`src/rtl/com_pingpong_buf_ctrl.sv`:
```
// Two-bank ping-pong buffer controller: a writer fills banks alternately and
// commits them; a reader drains committed banks in the same order.
module com_pingpong_buf_ctrl #(
  parameter int WIDTH    = 8,
  parameter int ADDR_BIT = 10
) (
  input  logic                  clk,
  input  logic                  rst,
  input  logic                  wr_valid,
  input  logic [WIDTH-1:0]      wr_data,
  input  logic                  wr_last,
  output logic                  wr_ready,
  input  logic                  rd_req,
  input  logic [ADDR_BIT-2:0]   rd_addr,
  input  logic                  rd_done,
  output logic                  rd_avail,
  output logic [ADDR_BIT-1:0]   rd_len,
  output logic [WIDTH-1:0]      rd_data,
  output logic                  rd_data_valid,
  output logic [1:0]            banks_full,
  output logic                  ram_en_a,
  output logic                  ram_we_a,
  output logic [ADDR_BIT-1:0]   ram_addr_a,
  output logic [WIDTH-1:0]      ram_di_a,
  output logic                  ram_en_b,
  output logic                  ram_we_b,
  output logic [ADDR_BIT-1:0]   ram_addr_b,
  input  logic [WIDTH-1:0]      ram_dout_b
);

  localparam int OW = ADDR_BIT - 1;
  localparam logic [OW-1:0] WCNT_MAX = '1;

  logic                wb;
  logic                rb;
  logic [OW-1:0]       wcnt;
  logic [1:0]          full;
  logic [ADDR_BIT-1:0] len [2];

  logic wr_acc;
  logic commit;
  logic rd_acc;
  logic rd_rel;

  assign wr_ready = !full[wb];
  // Accesses are suppressed in the reset cycle so nothing reaches the RAM.
  assign wr_acc   = wr_valid & wr_ready & !rst;
  assign commit   = wr_acc & (wr_last | (wcnt == WCNT_MAX));

  assign rd_avail = full[rb];
  assign rd_len   = len[rb];
  assign rd_acc   = rd_req & rd_avail & !rst;
  assign rd_rel   = rd_done & rd_avail & !rst;

  assign ram_en_a   = wr_acc;
  assign ram_we_a   = wr_acc;
  assign ram_addr_a = {wb, wcnt};
  assign ram_di_a   = wr_data;

  assign ram_en_b   = rd_acc;
  assign ram_we_b   = 1'b0;
  assign ram_addr_b = {rb, rd_addr};
  assign rd_data    = ram_dout_b;

  assign banks_full = {1'b0, full[0]} + {1'b0, full[1]};

  // Commit and release can coincide; commit needs full[wb]=0 and release
  // needs full[rb]=1, so they always target different banks.
  always_ff @(posedge clk) begin
    if (rst) begin
      wb            <= 1'b0;
      rb            <= 1'b0;
      wcnt          <= '0;
      full          <= '0;
      len[0]        <= '0;
      len[1]        <= '0;
      rd_data_valid <= 1'b0;
    end else begin
      rd_data_valid <= rd_acc;
      if (wr_acc) begin
        if (commit) begin
          full[wb] <= 1'b1;
          len[wb]  <= {1'b0, wcnt} + 1'b1;
          wcnt     <= '0;
          wb       <= ~wb;
        end else begin
          wcnt <= wcnt + 1'b1;
        end
      end
      if (rd_rel) begin
        full[rb] <= 1'b0;
        rb       <= ~rb;
      end
    end
  end

endmodule

```
`config.mk`:
```
export PLATFORM = sky130hd
export DESIGN_NAME = com_pingpong_buf_ctrl
export DESIGN_NICKNAME = d
export VERILOG_FILES = /design/src/rtl/com_pingpong_buf_ctrl.sv
export SDC_FILE = /design/constraint.sdc
export NUM_CORES = 1
export LEC_CHECK = 0
export ABC_AREA = 1
export BUFFER_PORTS_ARGS = -buffer_cell sky130_fd_sc_hd__buf_4
export CAP_MARGIN = 40
export CORE_UTILIZATION = 25
export CTS_CLUSTER_DIAMETER = 80
export DETAILED_ROUTE_END_ITERATION = 12
export GPL_TIMING_DRIVEN = 0
export HOLD_SLACK_MARGIN = 0.06
export SETUP_SLACK_MARGIN = 0.3
export SLEW_MARGIN = 20
export SYNTH_ARGS = -nofsm -noshare
export SYNTH_HDL_FRONTEND = slang
export SYNTH_SLANG_ARGS = --single-unit
```
`constraint.sdc`:
```
create_clock -name clk -period 4.9 [get_ports clk]
set_input_delay 0.735 -clock clk [delete_from_list [all_inputs] [get_ports clk]]
set_output_delay 0.735 -clock clk [all_outputs]
set_load 0.02 [all_outputs]
```
==> reports/results.txt, run 1 <==
total wire length - 3.858 mm
Logic pwr share - 0.177
f_max - 400.9 MHz
cell internal pwr - 0.4692 mW
ys flop type - edfxtp_1
Setup Viol. Count Final - 0
drt pass-1 iters - 5
DRT iter0 DRCs - 97
Final Skew - 0.004767 ns
Hold-fix buffers, CTS - 0
Clock transition at path regs - 0.07 ns
metal1 wirelength - 1.547 mm
DR WL met2 - 1.960 mm
count leader, synth - nand2_1
core area - 6907 um^2
Max Root-Sink Buffers - 2
Fin. Hold Viols - 0
top cells by area, synth - edfxtp_1 33%, dfxtp_1 16%, buf_4 12%
Commonest cells post-synth - 38 x nand2_1, 34 x nor2_1, 30 x buf_4
# IOs - 86
Yosys Warn Count - 0
clock share of power - 0.316
Final GP Congestion - 0.7830
outcome - finished, final reports clean
Hold Crit Class - flop to flop
Die X-Extent - 87.34 um
fin nets - 304
final core occ - 0.3572
fill cell count - 738
Antenna diodes - 0
Clk Latency, worst-skew pair - 0.28 ns
Row Count - 30
pwr dens - 258.9 nW/um^2
Slowest cell on crit path - dfxtp_1
drt wl/cell - 10.51 um
Worst EP required - 4.84 ns
Final Slew Violations - 0
clock buffers created by TritonCTS - 5
setup TNS - 0 ns
Max stage delay on crit path - 0.46 ns
Placed Area - 2384 um^2
CP Launch Type - flop
largest net degree at the start of global routing - 12
worst vdd ir - 0.09155 mV
IO buf count - 59
CTS resizes - 0
metal3 WL - 267 um
register area share after synthesis - 0.4948
Slew @ Worst Pin - 0.5009 ns
layout cell share with drive strength beyond 1 - 0.4059
Final HPWL DP - 2.927 mm
sequential power share - 0.507
Post-CTS Setup Inserts - 0
worst path bufs/invs - 1
Lkg Pwr - 1.099 nW
Critical Path AT - 2.43 ns
CTS tree - done
CP endpoint kind - flop
Tmin final - 2.494 ns
post-synthesis cell area - 1820 um^2
vias post-DR - 1498
height of the die - 87.34 um
fin crit share - 0.5090
antenna viol nets, final - 0
Vias per Instance - 4.082
DRC viols - 0
top sig layer - met4
Crit Path Class - flop to flop
aggregate global routing overflow - 0
clock root buffer - clkbuf_8
initial antenna violation count - 0
Post-Layout Inst Area - 2467 um^2
Post-synth ARST share - 0
Starting Density - 0.2636
Max Cap Viol - 0
Switching Share - 0.2654
RSZ-0062 raised after global routing - no
Synth top area share - 0.3299
die area - 7627 um^2
Cells after Synth - 204
synthesis-stage register bit count - 35
GRT Util Overall - 0.1056
Synth Net Count - 238
Area Overhead vs Synth - 35.53%
final hold slack - 0.5028 ns
clock sink count - 35
slew margin rel. - 0.6652
cell taking the most area after synthesis - edfxtp_1
Worst Path Max Fanout - 10
Yosys cell types - 21
EDFF count, synth - 20
first-pass GRT wire length - 6.044 mm
post-synthesis average cell area - 8.924 um^2
switching power - 0.1695 mW
vias in the first global route - 1361
Critical Path, Cell by Cell - ha_1, nand2_1, nor2_1, nand3_1, nor2_1, ha_1, nor2_1, nor2_4, nand2_1, buf_4, nand2_1
H-tree levels - 2
CP delay by family, top - simple AND/OR/NAND/NOR gates
## registers in the layout (all words and copies together), names as in the netlist, named ones only
signal	count
wb	1
full	2
len	20
rb	1
wcnt	9
rd_data_valid	1
## worst register-to-register path, cell delays in order, from the launching register on
cell,delay [ns]
dfxtp_1,0.46
ha_1,0.21
nand2_1,0.09
nor2_1,0.19
nand3_1,0.12
nor2_1,0.11
ha_1,0.14
nor2_1,0.06
nor2_4,0.12
nand2_1,0.10
buf_4,0.19
nand2_1,0.36
## final timing paths
kind / start / end / slack, ns / cells after the start
hold / removal: wcnt[4] / wcnt[4] / 0.50 / 2
setup reg to reg: wcnt[0] / len[0][3] / 2.41 / 11
hold reg to reg: wcnt[4] / wcnt[4] / 0.50 / 2
setup / recovery: wcnt[0] / len[0][3] / 2.41 / 11
## stage by stage
stage          power [mW]  setup WS [ns]  std cells
4_1_cts            0.6461          2.378        367
6_report           0.6388          2.406        367
3_5_place_dp       0.4447          2.391        359
5_1_grt            0.6670          2.105        367
3_3_place_gp       0.4429          2.415        359
2_1_floorplan      0.4018          2.617        204
## area by class of cell
type	instances	area, um^2	share of cell area
flip-flops and latches	35	900.9	0.3651
multi-input cells	113	588.1	0.2383
repair buffers	59	442.9	0.1795
plain buffers	33	245.2	0.09939
well taps	96	120.1	0.04868
inverters	23	86.33	0.03499
clock buffers	5	68.82	0.02789
clock inverters	3	15.01	0.006085
## logic make-up (layout without fill, tap and decap cells)
group | Yosys count | after routing | synth area share
AOI/OAI and AO/OA | 16 | 16 | 0.04536
xor gates and xnor gates | 1 | 1 | 0.004812
adders and majority gates | 3 | 3 | 0.02062
buffers and inverters | 56 | 123 | 0.1821
DFF | 35 | 35 | 0.4948
muxes | 10 | 10 | 0.06186
other | 1 | 1 | 0.002060
and+or+nand+nor | 82 | 82 | 0.1883
## power by group through the flow
stage	clock network, mW	logic [mW]	registers (mW)
floorplan	0	0.0719	0.330
global placement	0	0.113	0.330
detailed placement	0	0.114	0.330
CTS	0.208	0.115	0.324
global route	0.222	0.120	0.325
finish	0.202	0.113	0.324
## per-layer routing
metal	global-route usage	vias up
met5	0	-
met4	0.06259	0
met3	0.02938	8
met2	0.1875	73
met1	0.1110	668
li1	-	749
## placed cells by master (no fill, tap or decap), types with 2 or more instances in the layout
cell and n:
clkbuf_8 5, buf_4 89, mux2_2 10, a21oi_1 12
clkinv_1 2, nand4_1 2, nand2_1 38, o21ai_0 3
ha_1 3, nand3_1 5, nor2_1 34, dfxtp_1 15
inv_1 23, edfxtp_1 20
(Power assumes the default switching activity.)
==> run 2, diff against run 1 <==
clock period = 2 ns   (was 4.9 ns; I/O delays follow)
==> run 2 against run 1 <==
Compared with the run above:
- clock power grew to 3.1 times the previous value
- fmax is 37% higher
- sequential cell count stayed put
- utilization is 4.1 points higher
- design area is 11% higher
- die area stayed put
- first-iteration DRC count is 46% lower
- sequential share of layout area is 3.2 points lower
- critical path type unchanged
- critical endpoint is now len[0][0]
==> reports/results.txt, run 2 (synthesis gave the netlist of run 1 again) <==
clock root buffer - clkbuf_8
vias in the first global route - 1444 (+6.1%)
f_max - 550.4 MHz (+37%)
Hold Crit Class - input port to flop
Clock transition at path regs - 0.07 ns (about the same)
worst vdd ir - 0.2791 mV (+200%)
Die X-Extent - 87.34 um (unchanged)
Tmin final - 1.817 ns (-0.6773 ns)
Critical R2R Launch - wcnt[1]
Worst EP required - 2.00 ns (-2.84 ns)
non-filler cells, final - 382 (+4.1%)
Final Slew Violations - 0 (unchanged)
clock sink count - 35 (unchanged)
Logic pwr share - 0.182 (+0.005)
total wire length - 4.364 mm (+13%)
Worst Path Max Fanout - 8 (-2)
layout cell share with drive strength beyond 1 - 0.5420 (+0.1361)
Total Power - 1.741 mW (+170%)
initial antenna violation count - 0 (unchanged)
Critical path origin - wcnt[1]
pwr dens - 633.3 nW/um^2 (+140%)
Row Count - 30 (unchanged)
aggregate global routing overflow - 0 (unchanged)
switching power - 0.4421 mW (+160%)
clock share of power - 0.364 (+0.048)
DRT iter0 DRCs - 52 (-46%)
Fin. Hold Viols - 0 (unchanged)
hold path cells - 3 (+1)
Area Overhead vs Synth - 51.00%
R2R cell count - 11 (unchanged)
capture point of the worst reg-to-reg path - len[0][0]
Max Root-Sink Buffers - 2 (unchanged)
fill cell count - 744 (+0.81%)
Switching Share - 0.2540 (-0.01141)
fin crit share - 0.9084 (+0.3994)
CP endpoint kind - flop
most frequent cells in the layout - 101 x buf_4, 33 x nand2_1, 24 x nor2_1
Crit Path Class - flop to flop
Final HPWL DP - 2.955 mm (+0.96%)
drt pass-1 iters - 4 (-1)
fin nets - 319 (+4.9%)
die area - 7627 um^2 (unchanged)
height of the die - 87.34 um (unchanged)
Final Skew - 0.005276 ns (+0.0005093 ns)
Worst Hold Endpoint - rd_data_valid
GRT Util Overall - 0.1182 (+0.01253)
sequential power share - 0.454 (-0.053)
DRC viols - 0 (unchanged)
Hold-fix buffers, CTS - 0 (unchanged)
Hold Crit Start - rd_req
most common cell after layout, fill and taps aside - buf_4
# IOs - 86 (unchanged)
Max Cap Viol - 0 (unchanged)
Setup Viol. Count Final - 0 (unchanged)
placed cell count - 359 (unchanged)
Largest regs - len (20), wcnt (9), full (2)
H-tree levels - 2 (unchanged)
drt wl/cell - 11.42 um (+8.7%)
Critical Path AT - 1.82 ns (-0.61 ns)
largest net degree at the start of global routing - 12 (unchanged)
max FFs per register - 20 (unchanged)
outcome - finished, final reports clean
Final GP Congestion - 0.7753 (-0.98%)
CP Launch Type - flop
Vias per Instance - 4.029 (-1.3%)
clock buffers created by TritonCTS - 5 (unchanged)
Lkg Pwr - 1.204 nW (+9.6%)
Largest Register - len
vias post-DR - 1539 (+2.7%)
Starting Density - 0.2636 (unchanged)
Clk Latency, worst-skew pair - 0.29 ns (about the same)
Antenna diodes - 0 (unchanged)
reg-to-reg slack, setup - 0.18 ns (-2.22 ns)
IO buf count - 59 (unchanged)
RSZ-0062 raised after global routing - yes
setup TNS - 0 ns (unchanged)
first-pass GRT wire length - 6.665 mm (+10%)
core area - 6907 um^2 (unchanged)
CTS tree - done
antenna viol nets, final - 0 (unchanged)
cell internal pwr - 1.299 mW (+180%)
==> run 2: cell count changes in the layout (fill, tap and decap cells not counted), sizes merged <==
cell    previous run  this run
nand2             39        41
clkbuf             6         7
buf               91       103
inv               23        22
bufinv             0         1
==> run 2: layer usage <==
| layer | global-route usage | wire length (um) |
|---|---|---|
| met1 | 0.1410 | 1867 |
| met2 | 0.1996 | 2144 |
| met3 | 0.03223 | 276 |
| met4 | 0.04918 | 76 |
| met5 | 0 | 0 |
==> run 2: worst max-delay path by stage <==
stage | cells past startpoint | end
floorplan | 11 | len[0][0]
global placement | 11 | len[0][3]
detailed placement | 10 | len[1][5]
CTS | 11 | len[0][0]
global route | 12 | len[0][6]
finish | 11 | len[0][0]
==> run 2: layout make-up <==
type | instances | area (um^2) | area share
clock inverter | 3 | 38.79 | 0.01411
clock buffer | 5 | 68.82 | 0.02503
timing repair buffer | 72 | 540.5 | 0.1966
inverter | 23 | 90.09 | 0.03277
tap | 96 | 120.1 | 0.04370
buffer | 33 | 260.3 | 0.09467
sequential | 35 | 915.9 | 0.3332
multi-input combinational | 115 | 714.4 | 0.2599
==> run 2: repair_timing <==
| action | in CTS | in global routing |
|---|---|---|
| resized for setup | 14 | 13 |
| pin swaps | 7 | 7 |
| gates cloned | 2 | 0 |
| buffers inserted | 9 | 4 |
| endpoints found under the setup margin | 49 | 63 |
==> run 2: power by group through the flow <==
| stage | Clock [mW] | Sequential (mW) | Combinational [mW] |
|---|---|---|---|
| global placement | 0 | 0.807 | 0.287 |
| global route | 0.671 | 0.792 | 0.339 |
| detailed placement | 0 | 0.808 | 0.289 |
| floorplan | 0 | 0.807 | 0.184 |
| finish | 0.633 | 0.790 | 0.317 |
| CTS | 0.639 | 0.791 | 0.313 |
==> run 2: metrics by stage <==
stage | util | hold slack (ns) | cell area (um^2) | setup slack [ns]
after floorplan | - | 0.4455 | 1881 | 0.1999
after global placement | 0.3538 | 0.4760 | 2444 | 0.08217
after detailed placement | 0.3538 | 0.4851 | 2444 | 0.06482
after CTS | 0.3889 | 0.2473 | 2686 | 0.1473
after global routing | 0.3980 | 0.2769 | 2749 | 0.07319
final | 0.3980 | 0.2496 | 2749 | 0.1832
==> run 2: worst max-delay path, cell delays in order (launching register included) <==
cell and delay [ns]:
dfxtp_4 0.36, ha_4 0.14, nand2_4 0.06, nor2_4 0.09
nand3_2 0.09, nor2_2 0.13, ha_2 0.17, nor2_2 0.05
nor2_4 0.11, nand2_2 0.09, buf_12 0.16, nand2_8 0.07
